===== src/rtl/pipe_stage_buf.sv =====
// pipe_stage_buf -- pipeline stage register / in-order skid FIFO with the
// valid / allow_in handshake, a stage-local ready_go stall and a synchronous
// flush.
//
//   DEPTH == 1 : classic single-register stage. allow_in looks through to
//                next_allow_in, so a full stage can still take a beat while
//                its head leaves.
//   DEPTH  > 1 : FIFO of DEPTH entries. allow_in depends on registered
//                state only, which cuts the combinational allow_in chain.
//                There is no full bypass and no empty fall-through.
//
// Ports
//   clk, rst_n        clock (rising edge), async active-low reset
//   prev_to_valid     upstream beat valid
//   prev_data         upstream payload
//   allow_in          this stage accepts a beat this cycle
//   ready_go          head entry may leave
//   next_allow_in     downstream accepts
//   to_next_valid     beat offered downstream
//   to_next_data      head payload
//   flush             synchronous flush; beats held and incoming are dropped
//   occupancy         entries currently held
//   stall_cnt         (PIPE_STAGE_PERF_EN only) cycles with data held and no pop
//
// Build option
//   PIPE_STAGE_PERF_EN  adds the saturating stall_cnt[31:0] output.
module pipe_stage_buf #(
   parameter int WIDTH = 64,
   parameter int DEPTH = 1,
   localparam int CNT_W = $clog2(DEPTH + 1)
) (
   input  logic             clk,
   input  logic             rst_n,
   input  logic             prev_to_valid,
   input  logic [WIDTH-1:0] prev_data,
   output logic             allow_in,
   input  logic             ready_go,
   input  logic             next_allow_in,
   output logic             to_next_valid,
   output logic [WIDTH-1:0] to_next_data,
   input  logic             flush,
   output logic [CNT_W-1:0] occupancy
`ifdef PIPE_STAGE_PERF_EN
   ,
   output logic [31:0]      stall_cnt
`endif
);

   // A 1-entry stage still gets a 1-bit pointer; ptr_inc pins it to 0.
   localparam int PTR_W = (DEPTH > 1) ? $clog2(DEPTH) : 1;

   logic [WIDTH-1:0] entry [DEPTH];
   logic [CNT_W-1:0] count;
   logic [PTR_W-1:0] rd_ptr, wr_ptr;
   logic             not_empty, push, pop;

   function automatic logic [PTR_W-1:0] ptr_inc(input logic [PTR_W-1:0] p);
      return (p == PTR_W'(DEPTH - 1)) ? '0 : p + PTR_W'(1);
   endfunction

   assign not_empty     = (count != '0);
   assign to_next_valid = not_empty && ready_go && !flush;
   assign to_next_data  = entry[rd_ptr];
   assign occupancy     = count;

   generate
      if (DEPTH == 1) begin : g_single
         // A full register frees up in the same cycle its beat leaves.
         assign allow_in = !not_empty || (ready_go && next_allow_in);
      end else begin : g_fifo
         assign allow_in = (count != CNT_W'(DEPTH));
      end
   endgenerate

   // flush wins over both sides of the handshake.
   assign push = prev_to_valid && allow_in && !flush;
   assign pop  = to_next_valid && next_allow_in;

   always_ff @(posedge clk or negedge rst_n) begin
      if (!rst_n) begin
         count  <= '0;
         rd_ptr <= '0;
         wr_ptr <= '0;
      end else if (flush) begin
         count  <= '0;
         rd_ptr <= '0;
         wr_ptr <= '0;
      end else begin
         if (push) wr_ptr <= ptr_inc(wr_ptr);
         if (pop)  rd_ptr <= ptr_inc(rd_ptr);
         if (push && !pop)      count <= count + CNT_W'(1);
         else if (pop && !push) count <= count - CNT_W'(1);
      end
   end

   // Entry contents after a flush are stale but unreachable: count is 0.
   always_ff @(posedge clk or negedge rst_n) begin
      if (!rst_n) begin
         for (int i = 0; i < DEPTH; i++) entry[i] <= '0;
      end else if (push) begin
         entry[wr_ptr] <= prev_data;
      end
   end

`ifdef PIPE_STAGE_PERF_EN
   // Counts cycles where something is held but nothing leaves; survives flush.
   always_ff @(posedge clk or negedge rst_n) begin
      if (!rst_n)
         stall_cnt <= '0;
      else if (not_empty && !pop && (stall_cnt != 32'hFFFF_FFFF))
         stall_cnt <= stall_cnt + 32'd1;
   end
`endif

endmodule

===== config.mk =====
export PLATFORM = sky130hd
export DESIGN_NAME = pipe_stage_buf
export DESIGN_NICKNAME = d
export VERILOG_FILES = /design/src/rtl/pipe_stage_buf.sv
export SDC_FILE = /design/constraint.sdc
export NUM_CORES = 1
export LEC_CHECK = 0
export CAP_MARGIN = 20
export CORE_MARGIN = 4
export CORE_UTILIZATION = 40
export CTS_CLUSTER_DIAMETER = 60
export DETAILED_ROUTE_END_ITERATION = 8
export PLACE_DENSITY = 0.8
export SYNTH_ARGS = -nofsm -noshare
export SYNTH_HDL_FRONTEND = slang
export SYNTH_SLANG_ARGS = --single-unit

===== constraint.sdc =====
create_clock -name clk -period 2 [get_ports clk]
set_clock_uncertainty 0.2 [all_clocks]
set_input_delay 0.4 -clock clk [delete_from_list [all_inputs] [get_ports clk]]
set_output_delay 0.4 -clock clk [all_outputs]
set_load 0.01 [all_outputs]

==> out/qor.csv <==
stage,metric,value,unit
routing,drt-total-wl,6.41,mm
run_status,outcome,"finished, final reports clean",
sta,slew_headroom,77.0,%
sta,rsz0062_at_grt,no,
sta,period_needed,1900,ps
final_layout,nNetsFinal,363,
global_route,grt_first_pass_wirelength,10.1,mm
worst_setup_path,rr_startpoint,occupancy,
worst_setup_path,cp_top_family,buffers and inverters,
sta,worst_pin_slew,346,ps
worst_setup_path,path_class,primary input to primary output,
sta,fmaxAchievable,527,MHz
worst_setup_path,reg2reg_depth,5,
global_route,grt_pass1_vias,1845,
cts,tritoncts,yes,
floorplan,core_area,0.00653,mm²
cts,numCtsBuffers,9,
logic_synthesis,synth_cell_types,10,
routing,dr.pass1.iters,4,
cts,h-tree-depth,3,
cts,cts_sinks,65,
worst_setup_path,critPathCapture,to_next_valid,
logic_synthesis,yosys.area.top_type,dfrtp_1,
logic_synthesis,synth_cells,143,
run,max-cap-violations,0,
logic_synthesis,syn_avg_cell_area,19.3,µm²
cts,cts_buffer_depth,2,
placed_design,place.gp.congestion,0.729,
sta,hold_violations,0,
final_layout,area_growth,60.6,%
sta,timing.final.crit_share,94.9,%
worst_setup_path,crit_chain,clkdlybuf4s50_1 -> nor2_1 -> dlygate4sd2_1,
sta,maxSlewViolCount,0,
global_route,grt_overflow,0,
final_layout,seq_area,0.00163,mm²
routing,dr.first_iter.drc_count,51,
routing,wl_per_cell,17.1,µm
worst_setup_path,cpPeakStageDelay,550,ps
floorplan,die_w,91.0,µm
worst_setup_path,worstPathRequired,1400,ps
worst_setup_path,worstPathMaxFanout,3,
routing,ant_nets,0,
logic_synthesis,yosysTopAreaCellShare,59.1,%
global_route,antenna_found_initial,0,
final_layout,drive_gt1_share,30.9,%
final_layout,fin_area,0.00442,mm²
worst_setup_path,path_depth,3,
logic_synthesis,syn_area,0.00275,mm²
logic_synthesis,ys_ff_latch,65,
pwr,power.density,942,mW/mm²
global_route,grt_max_degree,66,
floorplan,boundaryPins,137,
worst_setup_path,r2r_slack,230,ps
sta,tns,0,ps
final_layout,multi_input_area,998,µm²
final_layout,fillers,452,
global_route,grt_usage,15.7,%
placed_design,pre_cts_slack,-252,ps
worst_setup_path,critPathLaunchType,primary input,
floorplan,rows,29,
final_layout,n_antenna_cell,0,
pwr,leakage,1.95,nW
worst_hold_path,hold_class,register to register,
worst_setup_path,critPathBufInv,2,
worst_setup_path,worstPathArrival,1300,ps
worst_setup_path,r2r-end,entry[62],
logic_synthesis,ys_top_cells_by_area,"dfrtp_1 59%, mux2_4 33%, buf_12 4.4%",
logic_synthesis,ys_seq_area_share,59.1,%
cts,cts_root_buf,clkbuf_8,
placed_design,dp_hpwl,4.77,mm
routing,dr_total_vias,1718,
pwr,ir_drop,0.528,mV
routing,vias_per_cell,4.58,
logic_synthesis,syn-num-nets,213,
routing,post-route-drc-count,0,
worst_setup_path,slowest_stage,clkdlybuf4s50_1,
worst_setup_path,end_kind,primary output,
logic_synthesis,yosysWarnings,0,
cts,worstSkewPairLatency,330,ps
cts,clk_pin_slew,70,ps
floorplan,dieHeight,91.0,µm
floorplan,die-area,0.00828,mm²
placed_design,port_buffers,136,
sta,setup_viol,0,
floorplan,initial_utilization,42.2,%
sta,setup_ws,102,ps
placed_design,placed_area,0.00420,mm²
worst_setup_path,crit_path_start,flush,
-- registers in the layout, summed over array words and instances, names as in the netlist --
signal / cells
occupancy: 1
entry: 64
-- how the worst min path moves through the flow --
stage	endpoint	startpoint	slack [ps]	cells past startpoint
after detailed placement	entry[2]	rst_n	250	2
after global routing	entry[28]	entry[28]	320	1
after CTS	entry[23]	entry[23]	310	1
final	entry[41]	entry[41]	310	1
after floorplan	entry[0]	rst_n	-100	0
after global placement	entry[2]	rst_n	240	2
-- layout by cell type, fill, tap and decap left out --
master and instances:
clkinv_4 2, dlygate4sd3_1 1, dfrtp_1 65, mux2_4 60, clkinv_2 2, clkinvlp_4 1
mux2_2 4, clkdlybuf4s50_1 131, buf_2 1, inv_1 1, dlygate4sd2_1 4, nor3b_4 1
nor2_1 3, buf_12 4, nand2_1 1, clkbuf_8 9, buf_4 5, a21boi_4 1
bufinv_16 2
-- metrics by stage --
stage,util (%),instances,hold WS (ps),total power (W)
after floorplan,-,143,-95.6,0.00224
after global placement,64.3,358,243,0.00296
after detailed placement,64.3,358,246,0.00298
after CTS,67.7,375,312,0.00422
after global routing,67.7,375,322,0.00436
final,67.7,375,306,0.00417
-- Yosys cell counts --
cell and n:
mux2_4 60, nor2_1 3, mux2_2 4, nand2_1 1
inv_1 1, dfrtp_1 65, buf_6 1, nor3b_2 1
buf_12 6, a21boi_4 1
-- power breakdown --
part	internal (W)	total, W	switching, W
combinational	0.000860	0.00125	0.000387
clock	0.000701	0.00122	0.000524
sequential	0.00155	0.00169	0.000139
total	0.00312	0.00417	0.00105
-- final cells by class --
type | instances | area share, %
flip-flops and latches | 65 | 36.8
repair buffers | 146 | 33.4
multi-input cells | 70 | 22.6
clock buffers | 9 | 2.80
well taps | 77 | 2.18
clock inverters | 7 | 2.15
inverters | 1 | 0.0849
-- timing repair --
item,in CTS,in global routing
buffers inserted,0,0
hold buffers,1,0
gates resized for setup,4,0
endpoints found under the hold margin,65,0
endpoints found under the setup margin,2,0
-- kinds of logic (layout without fill, tap and decap cells) --
family	Yosys count	after routing	synth area share, %
AO/OA/AOI/OAI	1	1	0.682
buffers and inverters	8	163	4.91
flip-flops	65	65	59.1
multiplexers	64	64	34.3
AND/OR/NAND/NOR	5	5	0.999
-- per-layer routing --
layer	GRT usage, %	share of wire, %	wire length (µm)
met4	6.03	1.4	88
met2	24.6	49	3120
met3	7.02	9.8	628
met5	0	0	0
met1	19.0	40	2580
Note: power is estimated with default switching activity, not from simulation.
